--- src/rtl/fetch_branch_ctrl_if.sv ---
// Handshake and bus bundle between the fetch/branch controller and its driver.
// The master side drives run control and LUT programming; the slave is the controller.
interface fetch_branch_ctrl_if #(
    parameter int L     = 10,
    parameter int LUT_W = 8
);
    logic             Start;
    logic [8:0]       Instr;
    logic             CondFlag;
    logic             LutWe;
    logic [4:0]       LutAddr;
    logic [LUT_W-1:0] LutData;
    logic             En;
    logic             BranchEn;
    logic [L-1:0]     Offset;
    logic             Done;
    logic [15:0]      CycleCount;

    modport master (
        output Start,
        output Instr,
        output CondFlag,
        output LutWe,
        output LutAddr,
        output LutData,
        input  En,
        input  BranchEn,
        input  Offset,
        input  Done,
        input  CycleCount
    );

    modport slave (
        input  Start,
        input  Instr,
        input  CondFlag,
        input  LutWe,
        input  LutAddr,
        input  LutData,
        output En,
        output BranchEn,
        output Offset,
        output Done,
        output CycleCount
    );
endinterface

--- src/rtl/fetch_branch_ctrl.sv ---
// PC sequencer and branch resolver: run control, 32-entry offset LUT, HALT detection.
// Optional RUN-cycle counter enabled by defining FETCH_CYCLE_COUNT_EN.
module fetch_branch_ctrl #(
    parameter int         L     = 10,
    parameter int         LUT_W = 8,
    parameter logic [8:0] HALT  = 9'h1FF
) (
    input logic                Clk,
    input logic                Reset,
    fetch_branch_ctrl_if.slave bus
);

    typedef enum logic [1:0] {
        IDLE,
        ARM,
        RUN,
        HALTED
    } state_t;

    state_t           state_q;
    state_t           state_d;
    logic [LUT_W-1:0] lut_q [32];
    logic [LUT_W-1:0] lut_rd;
    logic             is_branch;

    assign lut_rd    = lut_q[bus.Instr[4:0]];
    assign is_branch = (bus.Instr[8:6] == 3'b110);

    // State register; reset dominates all other inputs.
    always_ff @(posedge Clk) begin
        if (Reset) begin
            state_q <= IDLE;
        end else begin
            state_q <= state_d;
        end
    end

    // Next state and run outputs; branch resolution is combinational.
    always_comb begin
        state_d      = state_q;
        bus.En       = 1'b0;
        bus.Done     = 1'b0;
        bus.BranchEn = 1'b0;
        bus.Offset   = '0;
        unique case (state_q)
            IDLE: begin
                if (bus.Start) begin
                    state_d = ARM;
                end
            end
            ARM: begin
                if (!bus.Start) begin
                    state_d = RUN;
                end
            end
            RUN: begin
                bus.En = 1'b1;
                if (is_branch && bus.CondFlag) begin
                    bus.BranchEn = 1'b1;
                    bus.Offset   = L'($signed(lut_rd));
                end
                if (bus.Instr == HALT) begin
                    state_d = HALTED;
                end
            end
            HALTED: begin
                bus.Done = 1'b1;
                if (bus.Start) begin
                    state_d = ARM;
                end
            end
            default: begin
                state_d = IDLE;
            end
        endcase
    end

    // Offset LUT: synchronous write, reads see the pre-write contents.
    always_ff @(posedge Clk) begin
        if (Reset) begin
            for (int i = 0; i < 32; i++) begin
                lut_q[i] <= '0;
            end
        end else if (bus.LutWe) begin
            lut_q[bus.LutAddr] <= bus.LutData;
        end
    end

`ifdef FETCH_CYCLE_COUNT_EN
    logic [15:0] cnt_q;
    logic [15:0] cnt_d;

    // Counter next value: clear on launch, saturating count while running.
    always_comb begin
        cnt_d = cnt_q;
        if (state_q == ARM && state_d == RUN) begin
            cnt_d = '0;
        end else if (state_q == RUN && cnt_q != 16'hFFFF) begin
            cnt_d = cnt_q + 16'd1;
        end
    end

    // Counter register.
    always_ff @(posedge Clk) begin
        if (Reset) begin
            cnt_q <= '0;
        end else begin
            cnt_q <= cnt_d;
        end
    end

    assign bus.CycleCount = cnt_q;
`else
    assign bus.CycleCount = 16'h0000;
`endif

endmodule

--- src/flat_wrapper.sv ---
// flat-port wrapper written by rule: the top's interface ports become plain ports
module fetch_branch_ctrl_flat 
#(
    parameter int         L     = 10,
    parameter int         LUT_W = 8,
    parameter logic [8:0] HALT  = 9'h1FF
)
  (Clk, Reset, bus_Start, bus_Instr, bus_CondFlag, bus_LutWe, bus_LutAddr, bus_LutData, bus_En, bus_BranchEn, bus_Offset, bus_Done, bus_CycleCount);
  fetch_branch_ctrl_if #(.L(L), .LUT_W(LUT_W)) bus_i ();
  input logic Clk;
  input logic Reset;
  input wire logic [$bits(bus_i.Start)-1:0] bus_Start;
  input wire logic [$bits(bus_i.Instr)-1:0] bus_Instr;
  input wire logic [$bits(bus_i.CondFlag)-1:0] bus_CondFlag;
  input wire logic [$bits(bus_i.LutWe)-1:0] bus_LutWe;
  input wire logic [$bits(bus_i.LutAddr)-1:0] bus_LutAddr;
  input wire logic [$bits(bus_i.LutData)-1:0] bus_LutData;
  output wire logic [$bits(bus_i.En)-1:0] bus_En;
  output wire logic [$bits(bus_i.BranchEn)-1:0] bus_BranchEn;
  output wire logic [$bits(bus_i.Offset)-1:0] bus_Offset;
  output wire logic [$bits(bus_i.Done)-1:0] bus_Done;
  output wire logic [$bits(bus_i.CycleCount)-1:0] bus_CycleCount;
  assign bus_i.Start = bus_Start;
  assign bus_i.Instr = bus_Instr;
  assign bus_i.CondFlag = bus_CondFlag;
  assign bus_i.LutWe = bus_LutWe;
  assign bus_i.LutAddr = bus_LutAddr;
  assign bus_i.LutData = bus_LutData;
  assign bus_En = bus_i.En;
  assign bus_BranchEn = bus_i.BranchEn;
  assign bus_Offset = bus_i.Offset;
  assign bus_Done = bus_i.Done;
  assign bus_CycleCount = bus_i.CycleCount;
  fetch_branch_ctrl #(.L(L), .LUT_W(LUT_W), .HALT(HALT)) u_core (.Clk(Clk), .Reset(Reset), .bus(bus_i));
endmodule
--- config.mk ---
export PLATFORM = sky130hd
export DESIGN_NAME = fetch_branch_ctrl_flat
export DESIGN_NICKNAME = d
export VERILOG_FILES = /design/src/rtl/fetch_branch_ctrl_if.sv /design/src/rtl/fetch_branch_ctrl.sv /design/src/flat_wrapper.sv
export SDC_FILE = /design/constraint.sdc
export NUM_CORES = 1
export LEC_CHECK = 0
export BUFFER_PORTS_ARGS = -buffer_cell sky130_fd_sc_hd__buf_2
export CAP_MARGIN = 20
export CORE_ASPECT_RATIO = 1.25
export CORE_MARGIN = 2
export CORE_UTILIZATION = 60
export DETAILED_ROUTE_END_ITERATION = 16
export GPL_TIMING_DRIVEN = 0
export MAX_ROUTING_LAYER = met4
export PLACE_DENSITY_LB_ADDON = 0.08
export SLEW_MARGIN = 20
export SYNTH_ARGS = -nofsm -noshare
export SYNTH_HDL_FRONTEND = slang
export SYNTH_SLANG_ARGS = --single-unit
--- constraint.sdc ---
create_clock -name Clk -period 3.3 [get_ports Clk]
set_input_delay 0.165 -clock Clk [delete_from_list [all_inputs] [get_ports Clk]]
set_output_delay 0.165 -clock Clk [all_outputs]
set_load 0.1 [all_outputs]
# Word-level counts from Yosys, hierarchy flattened
# Memories as Yosys holds them, arrays and structs flattened.
# Index checks and enable logic that the tools add are counted.
classes:
  add_sub_neg: 0
  n_mul: 0
  bitwise_logic: 0
  eq_ne: 8
  shift: 0
  reduce_logical: 5
  n_lt_le_gt_ge: 0
  div: 0
  muxes: 18
op_table:
  columns: ["op", "count"]
  rows:
  - ["$mux W10", 2]
  - ["$mux W1", 10]
  - ["$eq A9 B9 Y1 const B", 1]
  - ["$mux W8", 1]
  - ["$reduce_or A8 Y1", 1]
  - ["$mux W2", 3]
  - ["$pmux W2 S3", 1]
  - ["$mux W5", 1]
  - ["$eq A2 B2 Y1 const B", 2]
  - ["$ne A2 B1 Y1 const B", 2]
  - ["$eq A3 B3 Y1 const B", 1]
  - ["$reduce_and A3 Y1", 1]
  - ["$eq A2 B1 Y1 const B", 1]
  - ["$logic_not A2 Y1", 1]
  - ["$ne A2 B2 Y1 const B", 1]
  - ["$reduce_or A2 Y1", 1]
  - ["$logic_and A1 B1 Y1", 1]
totals:
  elab_cells: 33
  latchBits: 0
  out_inout_bits: 29
  ram_bits: 256
  ff_bits: 2
  mem_count: 1
  inputBits: 27
  mem_bits_ro: 0
memory_table:
  columns: ["memory", "words", "width", "read_ports", "rd_ports_with_merged_regs", "wr", "line_no", "rtl"]
  rows:
  - ["u_core.lut_q", 32, 8, 1, 0, 32, "fetch_branch_ctrl.sv:22", "logic [LUT_W-1:0] lut_q [32];"]

# Depth between registers and ports, before layout
# Gate-level depths: netlist (run 1).
depth:
  depth_word: 5
  ltp_mapped: 9

# Worst setup path after synthesis (run 1)
# Ideal clock, no wire load.
synth_path:
  kind: "reg2out"
  from: "register u_core.state_q[0]"
  to: "output bus_Offset[8]"
  slack_ps: -1730
  stages_incl_launch_ff: 8
  t_required_ps: 3135
  arrival_time_ps: 4865
  path_buffers: 2
  path_cell_list: "dfxtp_1 -> inv_1 -> ha_1 -> nand2_1 -> or3_2 -> clkbuf_8 -> a211oi_1 -> buf_4"
synth_between:
  elab_chain_len: 2
synth_rtl:
  columns: ["element", "line_no", "rtl"]
  rows:
  - ["start, declared", "fetch_branch_ctrl.sv:20", "state_t state_q;"]
  - ["start signal, assigned", "fetch_branch_ctrl.sv:34", "state_q <= state_d;"]
  - ["$eq A2 B2 Y1", "fetch_branch_ctrl.sv:45", "unique case (state_q)"]
  - ["$mux W10", "fetch_branch_ctrl.sv:45", null]
  - ["end, declared", "flat_wrapper.sv:20", "output wire logic [$bits(bus_i.Offset)-1:0] bus_Offset;"]
# No other way between the ends.

# Worst setup path after layout (run 1)
layout_path:
  from: "register u_core.state_q[1]"
  to: "output bus_Offset[8]"
# The elaborated chain is that of the path after synthesis.

==> impl_metrics.sql, run 1 <==
INSERT INTO impl_metrics (metric_group, metric, value, unit) VALUES
('status', 'run_status', 'finished clean', ''),
('power', 'power_density', '527', 'mW/mm²'),
('routing', 'drt_wl_total', '29100', 'µm'),
('worst_setup_path', 'worstReg2RegStart', 'u_core.state_q[0]', ''),
('place', 'port_buffers', '36', ''),
('floorplanning', 'die_x', '134', 'µm'),
('floorplanning', 'floorplan.die.height', '166', 'µm'),
('global_routing', 'number_of_global_route_vias_before_repair', '7395', ''),
('synthesis', 'mappedNetlistArea', '0.0126', 'mm²'),
('synthesis', 'synth-edff-count', '256', ''),
('cells_and_area', 'area.growth.synth_to_final', '10.9', '%'),
('sta', 'fin_crit_sh', '0.860', ''),
('worst_setup_path', 'timing.critical_path.to_type', 'output pin', ''),
('floorplanning', 'io_pins', '56', ''),
('power', 'share_seq_of_total_power', '0.521', ''),
('global_routing', 'grt_first_pass_wirelength', '44400', 'µm'),
('synthesis', 'synth-seq-area-share', '0.613', ''),
('power', 'p_clk_frac', '0.368', ''),
('routing', 'drt_first_iter_violations', '472', ''),
('floorplanning', 'initial_cell_density_of_the_core', '0.608', ''),
('sta', 'remaining_max_slew_budget_at_the_tightest_pin', '0.503', ''),
('floorplanning', 'placementRows', '59', ''),
('synthesis', 'ys.flop_type', 'sky130_fd_sc_hd__edfxtp_1', ''),
('routing', 'num_vias', '7162', ''),
('cells_and_area', 'final-instance-count-excl-fill', '1221', ''),
('clocking', 'clock-sinks', '258', ''),
('power', 'static-leakage-power', '5.19', 'nW'),
('sta', 'finalSetupViolCount', '0', ''),
('cells_and_area', 'final_layout_size_suffix_gt1_frac', '0.212', ''),
('synthesis', 'synthesis.instances', '853', ''),
('synthesis', 'syn_avg_cell_area', '14.8', 'µm²'),
('clocking', 'cts_repair_resize_count', '0', ''),
('worst_setup_path', 'criticalPathCategory', 'register to output pin', ''),
('global_routing', 'global_route.overflow_total', '0', ''),
('sta', 'period_minus_slack', '2.84', 'ns'),
('cells_and_area', 'layout.cells.most_common_list', 'sky130_fd_sc_hd__and2_1, sky130_fd_sc_hd__edfxtp_1, sky130_fd_sc_hd__mux2i_1, sky130_fd_sc_hd__buf_2, sky130_fd_sc_hd__clkbuf_1', ''),
('routing', 'dr.pass1.iters', '5', ''),
('clocking', 'insertion_delay', '0.52', 'ns'),
('clocking', 'clock_edge_transition_at_the_registers_on_the_reported_setup_and_hold_paths', '0.06', 'ns'),
('place', 'place.detailed.hpwl', '20900', 'µm'),
('cells_and_area', 'insertedDiodeCount', '0', ''),
('global_routing', 'grt_start_max_net_pins', '15', ''),
('power', 'pint', '5.60', 'mW'),
('sta', 'timing.final.hold_violations', '0', ''),
('synthesis', 'postSynth.asyncResetShare', '0', ''),
('clocking', 'cts_htree_levels', '1', ''),
('sta', 'totalNegativeSetupSlack', '0', 'ns'),
('sta', 'fmaxAchievable', '0.352', 'GHz'),
('power', 'total_power', '7.37', 'mW'),
('clocking', 'cts.root.buffer_cell', 'sky130_fd_sc_hd__clkbuf_16', ''),
('worst_setup_path', 'timing.critical_path.fanout_max', '9', ''),
('worst_setup_path', 'critical_path_required', '3.13', 'ns'),
('worst_hold_path', 'hp-class', 'input port to register', ''),
('worst_setup_path', 'data_arrival_time_of_the_critical_path', '2.67', 'ns'),
('sta', 'maxSlewViolCount', '0', ''),
('clocking', 'cts_hold_buffers', '0', ''),
('power', 'vdd_drop_max', '465', 'µV'),
('worst_setup_path', 'critical_path.startpoint_type', 'register', ''),
('sta', 'finalHoldWorstSlack', '0.0255', 'ns'),
('synthesis', 'synth.ff_latch_count', '258', ''),
('clocking', 'cts.repair_timing.setup_buffer_count', '0', ''),
('routing', 'wl_per_cell', '23.8', 'µm'),
('flow_run', 'max_cap_violations', '0', ''),
('cells_and_area', 'finish.net_count', '961', ''),
('power', 'power.switching', '1.77', 'mW'),
('routing', 'detail_route.drc_violations', '0', ''),
('floorplanning', 'core_area', '0.0207', 'mm²'),
('routing', 'ant_nets', '0', ''),
('place', 'dp.cells', '1178', ''),
('worst_hold_path', 'worst_hold_startpoint', 'bus_LutData[2]', ''),
('global_routing', 'combined_global_route_utilization_of_all_metal_layers', '0.280', '');
==> worst max-delay path, cell delays in order (launching register included) <==
cell and delay (ns):
sky130_fd_sc_hd__dfxtp_1 0.40, sky130_fd_sc_hd__ha_2 0.25, sky130_fd_sc_hd__nand2_1 0.06, sky130_fd_sc_hd__or3_2 0.42
sky130_fd_sc_hd__clkbuf_8 0.19, sky130_fd_sc_hd__a211oi_4 0.26, sky130_fd_sc_hd__buf_4 0.15, sky130_fd_sc_hd__buf_2 0.41
==> power groups by stage <==
stage | clock network (mW) | logic [mW] | registers (mW)
after global routing | 2.86 | 0.856 | 3.86
after CTS | 2.72 | 0.811 | 3.84
after global placement | 0 | 0.786 | 3.90
after detailed placement | 0 | 0.808 | 3.91
after floorplan | 0 | 0.601 | 3.88
final | 2.72 | 0.813 | 3.84
==> sequential cells by signal, summed over array words and instances, names as in the netlist <==
register	cells
u_core.lut_q	256
u_core.state_q	2
==> per-layer routing <==
layer,wire length (µm),global-route usage,up-vias
met4,897,0.0953,0
met3,1840,0.0317,49
met2,15000,0.466,284
met1,11300,0.362,3564
li1,-,-,3265
met5,0,-,-
==> cells in the mapped netlist, types with 6 or more instances <==
master	number	area share
sky130_fd_sc_hd__or2_2	32	0.016
sky130_fd_sc_hd__mux4_2	16	0.029
sky130_fd_sc_hd__nor2_2	8	0.0040
sky130_fd_sc_hd__nand2_1	12	0.0036
sky130_fd_sc_hd__a211oi_1	6	0.0036
sky130_fd_sc_hd__buf_6	6	0.0054
sky130_fd_sc_hd__o211a_1	8	0.0064
sky130_fd_sc_hd__and2_1	256	0.13
sky130_fd_sc_hd__mux2_4	6	0.0071
sky130_fd_sc_hd__o221ai_1	8	0.0056
sky130_fd_sc_hd__nor2_1	26	0.0077
sky130_fd_sc_hd__mux2i_1	41	0.033
sky130_fd_sc_hd__edfxtp_1	256	0.61
sky130_fd_sc_hd__mux4_1	24	0.050
sky130_fd_sc_hd__a221oi_1	15	0.010
sky130_fd_sc_hd__o21ai_0	8	0.0032
sky130_fd_sc_hd__mux2_2	10	0.0089
sky130_fd_sc_hd__buf_4	22	0.013
sky130_fd_sc_hd__a21oi_1	10	0.0040
sky130_fd_sc_hd__clkbuf_1	30	0.0089
==> final timing paths <==
kind,slack (ns),cells after the start,to
setup / recovery,0.46,7,bus_Offset[8]
hold / removal,0.03,2,u_core.lut_q[21][2]
setup reg to reg,1.83,5,u_core.state_q[1]
hold reg to reg,0.56,2,u_core.state_q[0]
==> logic make-up after synthesis <==
| group | share of synthesized area |
|---|---|
| fa+ha+maj | 0.00298 |
| other cells | 0.000297 |
| buf+inv | 0.0455 |
| mux | 0.127 |
| compound gates | 0.0393 |
| simple gates | 0.172 |
| flops | 0.613 |
==> cell type report <==
class	instances	area (µm²)	area share
inverter	4	15.0	0.00107
timing repair buffer	36	180	0.0129
sequential	258	7730	0.553
tap	274	343	0.0245
buffer	76	558	0.0399
clock inverter	10	97.6	0.00698
clock buffer	33	656	0.0469
multi-input combinational	530	4400	0.315
==> stage by stage <==
step                 util  instance area (µm²)  setup slack [ns]
finish              0.674                14000             0.463
detailed placement  0.638                13200             0.636
global route        0.674                14000             0.371
floorplan               -                12700             0.185
CTS                 0.674                14000             0.449
global placement    0.638                13200             0.709
Power figures use the tool's default switching activity.
==> inputs of run 2 (changes only) <==
--- a/config.mk
+++ b/config.mk
@@ -8,12 +8,13 @@
 export BUFFER_PORTS_ARGS = -buffer_cell sky130_fd_sc_hd__buf_2
 export CAP_MARGIN = 20
 export CORE_ASPECT_RATIO = 1.25
-export CORE_MARGIN = 2
+export CORE_MARGIN = 8
 export CORE_UTILIZATION = 60
 export DETAILED_ROUTE_END_ITERATION = 16
 export GPL_TIMING_DRIVEN = 0
 export MAX_ROUTING_LAYER = met4
 export PLACE_DENSITY_LB_ADDON = 0.08
+export REMOVE_ABC_BUFFERS = 1
 export SLEW_MARGIN = 20
 export SYNTH_ARGS = -nofsm -noshare
 export SYNTH_HDL_FRONTEND = slang
==> impl_metrics.sql, run 2 (synthesized netlist as in run 1, its figures left out) <==
INSERT INTO impl_metrics (metric_group, metric, value, unit) VALUES
('worst_setup_path', 'cp_cell_sequence', 'buf_2 -> nor2_4 -> a221oi_1 -> o21ai_0 -> a211oi_1 -> buf_2', ''),
('sta', 'fmaxAchievable', '0.343', 'GHz'),
('cells_and_area', 'final_layout_size_suffix_gt1_frac', '0.177', ''),
('sta', 'finalSetupViolCount', '0', ''),
('cells_and_area', 'register_with_the_most_flip_flops', 'u_core.lut_q', ''),
('worst_hold_path', 'worst_hold_startpoint', 'bus_Start', ''),
('clocking', 'ctsLongestPathBuffers', '3', ''),
('worst_setup_path', 'timing.critical_path.mode_cell', 'sky130_fd_sc_hd__buf_2', ''),
('sta', 'setup_repair_after_global_routing_missed_its_margin', 'false', ''),
('worst_setup_path', 'ff2ff_setup_slack', '1.75', 'ns'),
('worst_hold_path', 'hold_end', 'u_core.state_q[0]', ''),
('place', 'port_buffers', '39', ''),
('sta', 'fin_crit_sh', '0.883', ''),
('clocking', 'clock_tree_from_tritoncts', 'done', ''),
('cells_and_area', 'top_regs', 'u_core.lut_q x256, u_core.state_q x2', ''),
('worst_hold_path', 'min_delay_path_depth', '4', ''),
('cells_and_area', 'multi_input_logic_area', '0.00436', 'mm²'),
('worst_setup_path', 'critical_path_required', '3.13', 'ns'),
('cells_and_area', 'fillers', '1508', ''),
('cells_and_area', 'area.growth.synth_to_final', '6.73', '%'),
('global_routing', 'global_route.overflow_total', '0', ''),
('floorplanning', 'core_area', '0.0207', 'mm²'),
('worst_setup_path', 'data_arrival_time_of_the_critical_path', '2.75', 'ns'),
('cells_and_area', 'insertedDiodeCount', '0', ''),
('sta', 'worst_slew_pin_slew', '1.11', 'ns'),
('floorplanning', 'placementRows', '59', ''),
('worst_setup_path', 'critical_path.startpoint', 'bus_Instr[1]', ''),
('clocking', 'clock_edge_transition_at_the_registers_on_the_reported_setup_and_hold_paths', '0.06', 'ns'),
('floorplanning', 'io_pins', '56', ''),
('cells_and_area', 'finish.instance_area', '0.0135', 'mm²'),
('routing', 'dr.pass1.iters', '5', ''),
('worst_setup_path', 'timing.critical_path.fanout_max', '38', ''),
('place', 'place.detailed.hpwl', '18100', 'µm'),
('sta', 'period_minus_slack', '2.92', 'ns'),
('clocking', 'cts_hold_buffers', '0', ''),
('worst_setup_path', 'crit_path_max_incr_delay', '0.81', 'ns'),
('place', 'routabilityCongestion', '0.838', ''),
('worst_setup_path', 'criticalPathCategory', 'input port to output pin', ''),
('worst_setup_path', 'critical_path.startpoint_type', 'input port', ''),
('power', 'power_density', '547', 'mW/mm²'),
('routing', 'wl_per_cell', '24.5', 'µm'),
('cells_and_area', 'area.sequential', '0.00773', 'mm²'),
('floorplanning', 'initial_cell_density_of_the_core', '0.608', ''),
('global_routing', 'combined_global_route_utilization_of_all_metal_layers', '0.221', ''),
('worst_hold_path', 'hp-class', 'input port to register', ''),
('sta', 'timing.final.hold_violations', '0', ''),
('place', 'place_area', '0.0127', 'mm²'),
('power', 'static-leakage-power', '4.93', 'nW'),
('worst_setup_path', 'cp_slowest_cell', 'sky130_fd_sc_hd__buf_2', ''),
('sta', 'remaining_max_slew_budget_at_the_tightest_pin', '0.259', ''),
('clocking', 'cts_htree_levels', '1', ''),
('clocking', 'insertion_delay', '0.51', 'ns'),
('worst_setup_path', 'timing.reg2reg.worst_path_depth', '5', ''),
('cells_and_area', 'largest_register_ff_count', '256', ''),
('sta', 'maxSlewViolCount', '0', ''),
('clocking', 'cts.repair_timing.setup_buffer_count', '0', ''),
('floorplanning', 'die_x', '146', 'µm'),
('clocking', 'cts_buffers', '25', ''),
('worst_setup_path', 'worstReg2RegStart', 'u_core.state_q[0]', ''),
('clocking', 'clock-sinks', '258', ''),
('floorplanning', 'floorplan.die.height', '178', 'µm'),
('routing', 'vias_per_cell', '6.06', ''),
('global_routing', 'grt_first_pass_wirelength', '42400', 'µm'),
('cells_and_area', 'final_core_utilization', '0.649', ''),
('worst_setup_path', 'timing.critical_path.to_type', 'output pin', ''),
('global_routing', 'number_of_global_route_vias_before_repair', '7343', ''),
('routing', 'drt_first_iter_violations', '647', ''),
('cells_and_area', 'finish.net_count', '889', ''),
('clocking', 'cts_repair_resize_count', '0', ''),
('sta', 'worst_clock_skew', '0.000133', 'ns'),
('flow_run', 'max_cap_violations', '0', ''),
('routing', 'ant_nets', '0', ''),
('floorplanning', 'floorplan.die_area', '0.0259', 'mm²'),
('status', 'run_status', 'finished clean', ''),
('routing', 'detail_route.drc_violations', '0', ''),
('cells_and_area', 'layout.cells.most_common_list', 'sky130_fd_sc_hd__and2_1, sky130_fd_sc_hd__edfxtp_1, sky130_fd_sc_hd__mux2i_1', ''),
('routing', 'drt_wl_total', '28100', 'µm'),
('global_routing', 'grt_start_max_net_pins', '56', ''),
('routing', 'num_vias', '6961', ''),
('global_routing', 'antenna_found_initial', '0', ''),
('clocking', 'cts.root.buffer_cell', 'sky130_fd_sc_hd__clkbuf_16', ''),
('power', 'vdd_drop_max', '395', 'µV'),
('worst_setup_path', 'regToRegEndpoint', 'u_core.state_q[0]', '');
## run 2: cell count changes in the layout (fill, tap and decap cells not counted), moves of 2 or more
cell	delta
sky130_fd_sc_hd__buf_12	-4
sky130_fd_sc_hd__clkbuf_8	-4
sky130_fd_sc_hd__buf_2	-4
sky130_fd_sc_hd__a211oi_1	+6
sky130_fd_sc_hd__buf_6	-5
sky130_fd_sc_hd__buf_4	-21
sky130_fd_sc_hd__buf_8	-2
sky130_fd_sc_hd__clkinv_2	+2
sky130_fd_sc_hd__clkbuf_1	-33
sky130_fd_sc_hd__a211oi_2	-5
## run 2: layer usage
metal | global-route usage | wire (µm) | vias to the layer above
li1 | - | - | 3126
met1 | 0.261 | 11000 | 3514
met2 | 0.379 | 14300 | 256
met3 | 0.0310 | 1690 | 65
met4 | 0.0943 | 1040 | 0
met5 | - | 0 | -
## run 2: worst max-delay path by stage
stage                               end  slack, ns  depth (start not counted)
after floorplan           bus_Offset[7]      -5.24                          5
after global placement    bus_Offset[8]      -0.67                          6
after detailed placement  bus_Offset[8]       0.10                          6
after CTS                 bus_Offset[8]       0.11                          6
after global routing      bus_Offset[9]       0.24                          6
final                     bus_Offset[8]       0.38                          6
## run 2: power breakdown
part	total, mW	switching, mW	internal (mW)
logic	0.737	0.508	0.229
clock network	2.78	1.16	1.61
registers	3.84	0.0615	3.78
## run 2: final cells by class
class / count / area share
clock buffer: 30 / 0.0479
clock inverter: 12 / 0.00958
inverter: 4 / 0.00112
multi-input combinational: 530 / 0.324
sequential: 258 / 0.574
tap: 274 / 0.0255
timing repair buffer: 40 / 0.0172
## run 2: stage by stage
step | instances | setup TNS [ns] | worst slack [ns] | power, mW | hold slack (ns)
detailed placement | 1106 | 0 | 0.100 | 4.65 | 0.578
CTS | 1148 | 0 | 0.106 | 7.38 | 0.145
global placement | 1105 | -5.60 | -0.667 | 4.61 | 0.533
global route | 1148 | 0 | 0.240 | 7.55 | 0.188
floorplan | 792 | -20.69 | -5.24 | 4.36 | 0.237
finish | 1148 | 0 | 0.385 | 7.36 | 0.154
## run 2: critical path: cells and delay by family
| family | cells | cell delay, ns |
|---|---|---|
| buffers and inverters | 2 | 1.32 |
| AO/OA/AOI/OAI | 3 | 1.10 |
| AND/OR/NAND/NOR | 1 | 0.13 |
==> inputs of run 3 (changes only) <==
--- a/config.mk
+++ b/config.mk
@@ -14,7 +14,6 @@
 export GPL_TIMING_DRIVEN = 0
 export MAX_ROUTING_LAYER = met4
 export PLACE_DENSITY_LB_ADDON = 0.08
-export REMOVE_ABC_BUFFERS = 1
 export SLEW_MARGIN = 20
 export SYNTH_ARGS = -nofsm -noshare
 export SYNTH_HDL_FRONTEND = slang
==> impl_metrics.sql, run 3 (synthesized netlist as in run 1, its figures left out) <==
INSERT INTO impl_metrics (metric_group, metric, value, unit) VALUES
('cells_and_area', 'final-instance-count-excl-fill', '1223', ''),
('floorplanning', 'initial_cell_density_of_the_core', '0.608', ''),
('routing', 'ant_nets', '0', ''),
('cells_and_area', 'finish.net_count', '961', ''),
('power', 'static-leakage-power', '5.24', 'nW'),
('clocking', 'clock_edge_transition_at_the_registers_on_the_reported_setup_and_hold_paths', '0.07', 'ns'),
('power', 'power_density', '543', 'mW/mm²'),
('sta', 'finalSetupViolCount', '0', ''),
('floorplanning', 'io_pins', '56', ''),
('power', 'total_power', '7.65', 'mW'),
('sta', 'worst_clock_skew', '0.0000628', 'ns'),
('floorplanning', 'core_area', '0.0207', 'mm²'),
('worst_setup_path', 'timing.critical_path.fanout_max', '3', ''),
('cells_and_area', 'register_with_the_most_flip_flops', 'u_core.lut_q', ''),
('power', 'vdd_drop_max', '429', 'µV'),
('power', 'p_comb_frac', '0.107', ''),
('routing', 'vias_per_cell', '5.90', ''),
('floorplanning', 'floorplan.die_area', '0.0259', 'mm²'),
('sta', 'fin_crit_sh', '0.868', ''),
('cells_and_area', 'finish.instance_area', '0.0141', 'mm²'),
('worst_setup_path', 'critical_path_required', '3.13', 'ns'),
('power', 'power_switching_share', '0.237', ''),
('cells_and_area', 'insertedDiodeCount', '0', ''),
('floorplanning', 'floorplan.die.height', '178', 'µm'),
('sta', 'timing.final.hold_violations', '0', ''),
('cells_and_area', 'multi_input_logic_area', '0.00440', 'mm²'),
('flow_run', 'max_cap_violations', '0', ''),
('global_routing', 'number_of_global_route_vias_before_repair', '7664', ''),
('clocking', 'cts_htree_levels', '1', ''),
('place', 'routabilityCongestion', '0.891', ''),
('clocking', 'ctsLongestPathBuffers', '3', ''),
('place', 'dp_worst_setup_slack', '0.616', 'ns'),
('routing', 'detail_route.drc_violations', '0', ''),
('place', 'dp.cells', '1178', ''),
('sta', 'setup_ws', '0.436', 'ns'),
('routing', 'dr.pass1.iters', '8', ''),
('clocking', 'cts.root.buffer_cell', 'sky130_fd_sc_hd__clkbuf_16', ''),
('cells_and_area', 'fillers', '1478', ''),
('floorplanning', 'die_x', '146', 'µm'),
('clocking', 'cts_repair_resize_count', '0', ''),
('cells_and_area', 'area.growth.synth_to_final', '11.7', '%'),
('cells_and_area', 'area.sequential', '0.00773', 'mm²'),
('worst_setup_path', 'critical_path.startpoint_type', 'register', ''),
('clocking', 'clock-sinks', '258', ''),
('global_routing', 'combined_global_route_utilization_of_all_metal_layers', '0.245', ''),
('cells_and_area', 'final_layout_size_suffix_gt1_frac', '0.222', ''),
('clocking', 'cts_buffers', '25', ''),
('place', 'place.detailed.hpwl', '22000', 'µm'),
('power', 'p_clk_frac', '0.391', ''),
('routing', 'wl_per_cell', '24.7', 'µm'),
('cells_and_area', 'largest_register_ff_count', '256', ''),
('cells_and_area', 'final_core_utilization', '0.679', ''),
('worst_setup_path', 'data_arrival_time_of_the_critical_path', '2.70', 'ns'),
('sta', 'totalNegativeSetupSlack', '0', 'ns'),
('worst_setup_path', 'timing.critical_path.to_type', 'output pin', ''),
('place', 'port_buffers', '36', ''),
('cells_and_area', 'layout.cells.most_common_list', 'sky130_fd_sc_hd__and2_1, sky130_fd_sc_hd__edfxtp_1, sky130_fd_sc_hd__mux2i_1, sky130_fd_sc_hd__buf_2, sky130_fd_sc_hd__clkbuf_1', ''),
('sta', 'period_minus_slack', '2.86', 'ns'),
('global_routing', 'global_route.overflow_total', '0', ''),
('routing', 'drt_wl_total', '30200', 'µm'),
('power', 'power.switching', '1.81', 'mW'),
('routing', 'num_vias', '7220', ''),
('clocking', 'clock_tree_from_tritoncts', 'done', ''),
('sta', 'finalHoldWorstSlack', '0.0233', 'ns'),
('cells_and_area', 'top_regs', 'u_core.lut_q x256, u_core.state_q x2', ''),
('sta', 'worst_slew_pin_slew', '0.709', 'ns'),
('clocking', 'insertion_delay', '0.51', 'ns'),
('clocking', 'cts_hold_buffers', '0', ''),
('power', 'pint', '5.84', 'mW'),
('sta', 'maxSlewViolCount', '0', ''),
('floorplanning', 'placementRows', '59', ''),
('clocking', 'cts.repair_timing.setup_buffer_count', '0', ''),
('power', 'share_seq_of_total_power', '0.503', ''),
('global_routing', 'antenna_found_initial', '0', ''),
('routing', 'drt_first_iter_violations', '423', ''),
('place', 'place_area', '0.0132', 'mm²'),
('sta', 'remaining_max_slew_budget_at_the_tightest_pin', '0.527', ''),
('global_routing', 'grt_start_max_net_pins', '17', ''),
('status', 'run_status', 'finished clean', ''),
('worst_hold_path', 'hp-class', 'input port to register', ''),
('sta', 'fmaxAchievable', '0.349', 'GHz'),
('worst_setup_path', 'criticalPathCategory', 'register to output pin', ''),
('sta', 'setup_repair_after_global_routing_missed_its_margin', 'false', ''),
('global_routing', 'grt_first_pass_wirelength', '46300', 'µm');
## run 3: final timing paths
check	to	slack (ns)	from	cells after the start
hold / removal	u_core.lut_q[22][1]	0.02	bus_LutData[1]	2
hold reg to reg	u_core.state_q[1]	0.57	u_core.state_q[1]	2
setup reg to reg	u_core.state_q[0]	1.75	u_core.state_q[0]	5
setup / recovery	bus_Offset[8]	0.44	u_core.lut_q[18][7]	6
## run 3: worst max-delay path, stage by stage (launching register included)
cell	delay, ns
sky130_fd_sc_hd__edfxtp_1	0.35
sky130_fd_sc_hd__mux2i_1	0.09
sky130_fd_sc_hd__a221oi_1	0.48
sky130_fd_sc_hd__o21ai_0	0.32
sky130_fd_sc_hd__a211oi_4	0.38
sky130_fd_sc_hd__buf_4	0.16
sky130_fd_sc_hd__buf_2	0.41
## run 3: cell type report
| class | count | share of cell area |
|---|---|---|
| Tap cell | 274 | 0.0243 |
| Buffer | 76 | 0.0396 |
| Clock buffer | 33 | 0.0487 |
| Clock inverter | 12 | 0.0123 |
| Multi-Input combinational cell | 530 | 0.313 |
| Timing Repair Buffer | 36 | 0.0128 |
| Sequential cell | 258 | 0.549 |
| Inverter | 4 | 0.00107 |
## run 3: power by group through the flow
| stage | Sequential (mW) | Combinational (mW) | Clock (mW) |
|---|---|---|---|
| 2_1_floorplan | 3.88 | 0.601 | 0 |
| 3_3_place_gp | 3.90 | 0.785 | 0 |
| 3_5_place_dp | 3.92 | 0.812 | 0 |
| 4_1_cts | 3.85 | 0.815 | 3.00 |
| 5_1_grt | 3.86 | 0.861 | 3.13 |
| 6_report | 3.85 | 0.818 | 2.99 |
## run 3: routing by layer
layer	GRT usage	part of all wire	vias to the layer above	routed length (µm)
li1	-	-	3277	-
met1	0.290	0.40	3634	12000
met2	0.426	0.52	246	15600
met3	0.0251	0.048	63	1460
met4	0.100	0.041	0	1230
met5	-	0	-	0
